`src/rtl/hub75_bcm_scheduler_if.sv`:
```
// Framebuffer-side port of the HUB75 BCM scheduler: pixel read address, display bank
// select, writer swap handshake and the frame-start marker.
interface hub75_bcm_scheduler_if #(
   parameter int unsigned COLS = 64,
   parameter int unsigned BITS = 3
);
   localparam int unsigned COL_W   = $clog2(COLS);
   localparam int unsigned PLANE_W = (BITS > 1) ? $clog2(BITS) : 1;

   logic [COL_W-1:0]   col;
   logic [PLANE_W-1:0] plane;
   logic               front_sel;
   logic               swap_req;
   logic               swap_ack;
   logic               frame_start;

   modport master (
      output col, plane, front_sel, swap_ack, frame_start,
      input  swap_req
   );

   modport slave (
      input  col, plane, front_sel, swap_ack, frame_start,
      output swap_req
   );
endinterface

```
`src/rtl/hub75_bcm_scheduler.sv`:
```
// HUB75 binary-coded-modulation scan sequencer: shift, latch, weighted OE-low show per
// bit-plane per row, with frame-boundary bank swap. Define BLANK_GAP_EN for a post-row blank.
module hub75_bcm_scheduler #(
   parameter int unsigned COLS      = 64,
   parameter int unsigned ROWS      = 16,
   parameter int unsigned BITS      = 3,
   parameter int unsigned BLANK_TKS = 2
) (
   input  logic                  clk,
   input  logic                  rst_n,
   input  logic                  tick,
   input  logic [7:0]            brightness,
   hub75_bcm_scheduler_if.master fb,
   output logic [3:0]            ADDR,
   output logic                  clk_out,
   output logic                  LATCH,
   output logic                  OE
);
   localparam int unsigned COL_W   = $clog2(COLS);
   localparam int unsigned PLANE_W = (BITS > 1) ? $clog2(BITS) : 1;

`ifdef BLANK_GAP_EN
   localparam bit GAP_EN = 1'b1;
`else
   localparam bit GAP_EN = 1'b0;
`endif
   localparam int unsigned GAP_TKS = GAP_EN ? BLANK_TKS : 0;

   typedef enum logic [2:0] {
      SHIFT,
      LATCH_ST,
      SHOW,
      NEXT,
      BLANK
   } state_t;

   state_t             state_q, state_d;
   logic [COL_W-1:0]   col_q, col_d;
   logic [PLANE_W-1:0] plane_q, plane_d;
   logic [3:0]         addr_q, addr_d;
   logic               clk_out_q, clk_out_d;
   logic               latch_q, latch_d;
   logic               oe_q, oe_d;
   logic               front_q, front_d;
   logic               ack_q, ack_d;
   logic               fs_q, fs_d;
   logic [15:0]        show_cnt_q, show_cnt_d;
   logic [7:0]         blank_cnt_q, blank_cnt_d;
   logic [15:0]        show_len;

   // NOTE: every signal gets its hold value first so no path through this block infers a latch.
   always_comb begin
      state_d     = state_q;
      col_d       = col_q;
      plane_d     = plane_q;
      addr_d      = addr_q;
      clk_out_d   = clk_out_q;
      latch_d     = latch_q;
      oe_d        = oe_q;
      front_d     = front_q;
      ack_d       = 1'b0;
      fs_d        = 1'b0;
      show_cnt_d  = show_cnt_q;
      blank_cnt_d = blank_cnt_q;
      show_len    = 16'(brightness) << plane_q;

      if (tick) begin
         case (state_q)
            SHIFT: begin
               if (!clk_out_q) begin
                  clk_out_d = 1'b1;
                  // First rising shift edge of row 0, plane 0 marks the frame start.
                  fs_d = (col_q == '0) && (plane_q == '0) && (addr_q == '0);
               end else begin
                  clk_out_d = 1'b0;
                  if (col_q == COL_W'(COLS - 1)) begin
                     state_d = LATCH_ST;
                     latch_d = 1'b1;
                  end else begin
                     col_d = col_q + 1'b1;
                  end
               end
            end

            LATCH_ST: begin
               latch_d    = 1'b0;
               show_cnt_d = show_len;
               oe_d       = (show_len == 16'd0);
               state_d    = SHOW;
            end

            SHOW: begin
               if (show_cnt_q <= 16'd1) begin
                  oe_d       = 1'b1;
                  show_cnt_d = 16'd0;
                  state_d    = NEXT;
               end else begin
                  show_cnt_d = show_cnt_q - 16'd1;
               end
            end

            NEXT: begin
               col_d   = '0;
               state_d = SHIFT;
               if (plane_q != PLANE_W'(BITS - 1)) begin
                  plane_d = plane_q + 1'b1;
               end else begin
                  plane_d = '0;
                  if (addr_q == 4'(ROWS - 1)) begin
                     addr_d = 4'd0;
                     if (fb.swap_req) begin
                        front_d = ~front_q;
                        ack_d   = 1'b1;
                     end
                  end else begin
                     addr_d = addr_q + 4'd1;
                  end
                  if (GAP_TKS != 0) begin
                     state_d     = BLANK;
                     blank_cnt_d = 8'(GAP_TKS);
                  end
               end
            end

            BLANK: begin
               if (blank_cnt_q <= 8'd1) begin
                  blank_cnt_d = 8'd0;
                  state_d     = SHIFT;
               end else begin
                  blank_cnt_d = blank_cnt_q - 8'd1;
               end
            end

            default: state_d = SHIFT;
         endcase
      end
   end

   // NOTE: state registers use non-blocking assignments so every flop samples pre-edge values.
   always_ff @(posedge clk or negedge rst_n) begin
      if (!rst_n) begin
         state_q     <= SHIFT;
         col_q       <= '0;
         plane_q     <= '0;
         addr_q      <= 4'd0;
         clk_out_q   <= 1'b0;
         latch_q     <= 1'b0;
         oe_q        <= 1'b1;
         front_q     <= 1'b0;
         ack_q       <= 1'b0;
         fs_q        <= 1'b0;
         show_cnt_q  <= 16'd0;
         blank_cnt_q <= 8'd0;
      end else begin
         state_q     <= state_d;
         col_q       <= col_d;
         plane_q     <= plane_d;
         addr_q      <= addr_d;
         clk_out_q   <= clk_out_d;
         latch_q     <= latch_d;
         oe_q        <= oe_d;
         front_q     <= front_d;
         ack_q       <= ack_d;
         fs_q        <= fs_d;
         show_cnt_q  <= show_cnt_d;
         blank_cnt_q <= blank_cnt_d;
      end
   end

   assign fb.col         = col_q;
   assign fb.plane       = plane_q;
   assign fb.front_sel   = front_q;
   assign fb.swap_ack    = ack_q;
   assign fb.frame_start = fs_q;
   assign ADDR           = addr_q;
   assign clk_out        = clk_out_q;
   assign LATCH          = latch_q;
   assign OE             = oe_q;
endmodule

```
`src/flat_wrapper.sv`:
```
// flat-port wrapper written by rule: the top's interface ports become plain ports
module hub75_bcm_scheduler_flat 
#(
   parameter int unsigned COLS      = 64,
   parameter int unsigned ROWS      = 16,
   parameter int unsigned BITS      = 3,
   parameter int unsigned BLANK_TKS = 2
)
  (clk, rst_n, tick, brightness, ADDR, clk_out, LATCH, OE, fb_col, fb_plane, fb_front_sel, fb_swap_ack, fb_frame_start, fb_swap_req);
  hub75_bcm_scheduler_if #(.COLS(COLS), .BITS(BITS)) fb_i ();
  input  logic clk;
  input  logic rst_n;
  input  logic tick;
  input  logic [7:0] brightness;
  output logic [3:0] ADDR;
  output logic clk_out;
  output logic LATCH;
  output logic OE;
  output wire logic [$bits(fb_i.col)-1:0] fb_col;
  output wire logic [$bits(fb_i.plane)-1:0] fb_plane;
  output wire logic [$bits(fb_i.front_sel)-1:0] fb_front_sel;
  output wire logic [$bits(fb_i.swap_ack)-1:0] fb_swap_ack;
  output wire logic [$bits(fb_i.frame_start)-1:0] fb_frame_start;
  input wire logic [$bits(fb_i.swap_req)-1:0] fb_swap_req;
  assign fb_col = fb_i.col;
  assign fb_plane = fb_i.plane;
  assign fb_front_sel = fb_i.front_sel;
  assign fb_swap_ack = fb_i.swap_ack;
  assign fb_frame_start = fb_i.frame_start;
  assign fb_i.swap_req = fb_swap_req;
  hub75_bcm_scheduler #(.COLS(COLS), .ROWS(ROWS), .BITS(BITS), .BLANK_TKS(BLANK_TKS)) u_core (.clk(clk), .rst_n(rst_n), .tick(tick), .brightness(brightness), .fb(fb_i), .ADDR(ADDR), .clk_out(clk_out), .LATCH(LATCH), .OE(OE));
endmodule
```
`config.mk`:
```
export PLATFORM = sky130hd
export DESIGN_NAME = hub75_bcm_scheduler_flat
export DESIGN_NICKNAME = d
export VERILOG_FILES = /design/src/rtl/hub75_bcm_scheduler_if.sv /design/src/rtl/hub75_bcm_scheduler.sv /design/src/flat_wrapper.sv
export SDC_FILE = /design/constraint.sdc
export NUM_CORES = 1
export LEC_CHECK = 0
export BUFFER_PORTS_ARGS = -buffer_cell sky130_fd_sc_hd__buf_2
export CAP_MARGIN = 30
export CORE_UTILIZATION = 40
export DETAILED_ROUTE_END_ITERATION = 16
export HOLD_SLACK_MARGIN = 0.1
export SYNTH_ARGS = -nofsm -noshare
export SYNTH_HDL_FRONTEND = slang
export SYNTH_SLANG_ARGS = --single-unit
```
`constraint.sdc`:
```
create_clock -name clk -period 3.7 [get_ports clk]
set_input_delay 0.74 -clock clk [delete_from_list [all_inputs] [get_ports clk]]
set_output_delay 0.74 -clock clk [all_outputs]
set_load 0.03 [all_outputs]
```
# == After elaboration in Yosys (flattened, before gate mapping) ==
# Index checks and enable logic that the tools add are counted.
# word_totals
regBits,45
in_bits,12
output_inout_bits,18
word_cells,81
# op_classes
n_addsub,5
magnitude_cmp,2
n_eq_ne,12
shifts,1
mux,27
bitwise_logic,2
reduce_logical,20
# op_table
operator,count
16-bit one-hot mux with 2 select lines,1
16-bit by 1-bit <= comparator with 1-bit output (second input constant),1
16-bit zero test,1
16-bit two-way mux,1
8-bit by 2-bit << shifter with 16-bit output,1
16-bit by 1-bit subtractor with 16-bit output (second input constant),1
1-bit two-way mux,12
3-bit two-way mux,4
6-bit two-way mux,2
3-bit one-hot mux with 4 select lines,1
6-bit one-hot mux with 2 select lines,1
5-bit AND reduction,2
8-bit by 1-bit <= comparator with 1-bit output (second input constant),1
8-bit two-way mux,1
2-bit by 1-bit inequality test with 1-bit output (second input constant),4
2-bit AND reduction,4
4-bit AND reduction,2
8-bit by 1-bit subtractor with 8-bit output (second input constant),1
6-bit by 1-bit adder with 6-bit output (second input constant),1
3-bit by 2-bit equality test with 1-bit output (second input constant),2
6-bit equality test (second input constant),1
6-bit zero test,1
3-bit AND reduction,2
2-bit nonzero test,3
other kinds (14),18

# == Logic depth before layout (Yosys ltp) ==
# logic_depth
word_depth,6
depth_mapped,8

# == Worst setup path before layout ==
# No wires, ideal clock.
# synth_path
path_type,reg2reg
start,reg u_core.show_cnt_q[8]
end,reg u_core.show_cnt_q[8]
setup_ns,0.126
arrival_time_ns,2.370
t_required_ns,3.574
setup_slack_ns,1.204
path_stages_with_launch,7
path_buffers,1
period_less_slack_ns,2.496
path_cell_list,dfrtp_1 or4_1 buf_2 or3_4 o41a_1 o221a_1 a221o_1
# synth_via
elab_chain_len,3
elab_cells_between_ends,4
classes_between,add/sub (1); order compare (1); mux (2)
# synth_rtl
element,line,source
from (decl),hub75_bcm_scheduler.sv:47,"logic [15:0] show_cnt_q, show_cnt_d;"
from (signal assigned),hub75_bcm_scheduler.sv:165,show_cnt_q <= show_cnt_d;
16-bit by 1-bit subtractor with 16-bit output or 16-bit by 1-bit <= comparator with 1-bit output (tied branches),"hub75_bcm_scheduler.sv:98, hub75_bcm_scheduler.sv:93",
16-bit two-way mux *,hub75_bcm_scheduler.sv:93,if (show_cnt_q <= 16'd1) begin
16-bit one-hot mux with 2 select lines *,hub75_bcm_scheduler.sv:68,case (state_q)
# Mark *: on every way between the ends. The rest lies on a longest branch, timed or not.
# A chain may end at the register's enable or synchronous reset.

# == Worst setup path after layout ==
# Same ends and word-level chain as after synthesis.

==> metrics.txt <==
largest net degree at the start of global routing=37; register area=902.1 um2; register bit count reported by yosys=36; status=finished, final reports clean; share of layout cells above drive strength 1=16.78%; vias in the first global route=1873; fill cell count=558; placed insts=356; critical path's slowest cell=or4_1; Critical Path RT=3.87 ns; crit-path leading delay family=simple AND/OR/NAND/NOR gates; Tmin final=2.668 ns; Final Max Tran Viols=0; DRT Pass-1 Iters=4; clock sinks=36; Core Area=0.005574 mm2; post-CTS sizing=0; CTS tree=yes; Final HPWL DP=3775 um; Worst Hold Slack=0.4753 ns; crit path kind=reg -> reg; max cap viols=0; Tot GR Track Use=18.89%; Fmax=0.3749 GHz; Post-Route WL=5437 um; placed cell area=0.002539 mm2; critical path fanouts, max=7; Setup TNS=0 ns; Max VDD drop=0.0003695 V; clk root buf=clkbuf_8; Final Setup Violations=0; Ys Warns=0; first-pass GRT wire length=9239 um; Port Buf Inserts=29; crit start category=register; clock tree buffer depth=2; Mapped Area=0.002354 mm2; commonest non-fill, non-tap cells in the layout=35 x dfrtp_1, 29 x buf_2, 25 x o21ai_0; Seq/Total Area, Yosys=38.33%; Buf/Inv on CP=0; Mapped Nets=290; Syn Inst Count=268; Die Y=78.71 um; max incr delay on CP=0.66 ns; pwr dens=869.0 mW/mm2; worst-path cell chain=or4_1, or3_4, o41a_1, o221a_1, a221o_1; Avg Vias per Cell=5.692; Layout Cells excl Fill=364; Post-synth EDFFs=0; Final period util=72.10%; Worst-path clk slew=0.08 ns; synth unique cells=48; Post-CTS Setup Inserts=0; Syn Area/Cell=8.782 um2; arrival time worst endpoint=2.84 ns; clk_lat worst skew=0.29 ns; element type at the critical path end=register; most common cell after layout, fill and taps aside=dfrtp_1; H-tree depth=2; RSZ-0062 raised after global routing=no; area taken by multi-input logic gates=0.001326 mm2; Syn-to-layout area delta=12.60%; initial antenna violation count=0; grt ovf=0; number of remaining DRC errors=0; RePlAce Congestion=0.8431; Final Util=47.54%; die width=78.71 um; antenna cells=0; Hold Fails Final Rpt=0; WL/cell=14.94 um; class of the worst hold path=reg -> reg; initial core utilization=42.22%; Main synth FF type=dfrtp_1; final worst slack=1.032 ns; die area=0.006194 mm2; Post-CTS Hold Buffers=0; Worst slew margin=44.90%; Post-Place Worst Slack=1.069 ns; # rows=27; CTS Buf Count=5; Layout Nets=313; Via Count=2072; Setup Skew=0.009717 ns; Synth async-reset ratio=100.0%; total power draw=2.303 mW; Boundary Pins=30; Initial DRC Count=169; Leak Pwr=1.156 nW; post-route ant nets=0; final instance area=0.002650 mm2; Tightest Pin Transition=0.8265 ns
## worst register-to-register path: cells and delay by family, from the launching register on
family / cells / cell delay [ns]
compound gates: 3 / 1.07
flops: 1 / 0.42
simple gates: 2 / 1.07
## state kept, by name (all words and copies together) (netlist names)
register	cells
u_core.ADDR	4
u_core.LATCH	1
u_core.OE	1
u_core.clk_out	1
u_core.fb.col	6
u_core.fb.frame_start	1
u_core.fb.front_sel	1
u_core.fb.plane	2
u_core.fb.swap_ack	1
u_core.show_cnt_q	16
u_core.state_q	2
## synthesized netlist by cell type (all sizes together) (2+ instances only)
cell	count	area [um2]
a211o	2	17.52
a21o	2	15.01
a21oi	15	75.07
a22o	10	87.58
a31oi	2	12.51
and3	2	12.51
buf	4	23.76
clkbuf	11	41.29
dfrtp	35	875.8
ha	10	125.1
inv	16	60.06
mux2	6	67.56
mux2i	7	70.07
nand2	22	82.58
nand2b	3	18.77
nand3	13	65.06
nand3b	2	15.01
nor2	18	67.56
nor3	8	40.04
nor3b	2	15.01
nor4	8	50.05
o211ai	4	30.03
o21ai	26	130.1
o311a	2	20.02
o31ai	2	15.01
o32a	2	20.02
o32ai	3	26.28
o41ai	2	25.03
or3	7	48.80
or4	6	45.04
xnor2	4	35.03
## report_power, final
group          total (mW)  switching [mW]  internal, mW
Clock               0.354           0.155         0.200
Sequential          0.784           0.244         0.540
Combinational        1.17           0.694         0.471
Total                2.30            1.09          1.21
## metal layers
metal  global-route usage, %  vias up  share of wire, %
li1                        -     1039                 -
met1                   28.38      984                52
met2                   27.13       45                44
met3                   3.563        4               3.5
met4                   5.741        0              0.66
met5                       0        -                 0
## area by class of cell
type	instances	share of cell area [%]
clock buffer	5	2.597
clock inverter	3	1.605
inverter	16	2.266
multi-input combinational	201	50.05
sequential	36	34.04
tap	72	3.399
timing repair buffer	31	6.043
## cell families after synthesis
family                     after synthesis  share of synthesized area (%)
muxes                                   13                          5.848
buffers and inverters                   31                          5.316
DFF                                     36                          38.33
xor gates and xnor gates                 5                          1.861
AOI/OAI and AO/OA                       79                          22.86
and+or+nand+nor                         94                          20.47
adders and majority gates               10                          5.316
## worst paths after layout
| check | from | endpoint | slack [ns] | cells after the start |
|---|---|---|---|---|
| setup / recovery | u_core.show_cnt_q[8] | u_core.show_cnt_q[8] | 1.03 | 5 |
| hold / removal | u_core.fb.front_sel | u_core.fb.front_sel | 0.48 | 1 |
| setup reg to reg | u_core.show_cnt_q[8] | u_core.show_cnt_q[8] | 1.03 | 5 |
| hold reg to reg | u_core.fb.front_sel | u_core.fb.front_sel | 0.48 | 1 |
| max in group asynchronous | rst_n | u_core.show_cnt_q[5] | 2.63 | 1 |
| min in group asynchronous | rst_n | u_core.clk_out | 0.54 | 1 |
No activity file was read; power rests on OpenSTA's default activity.
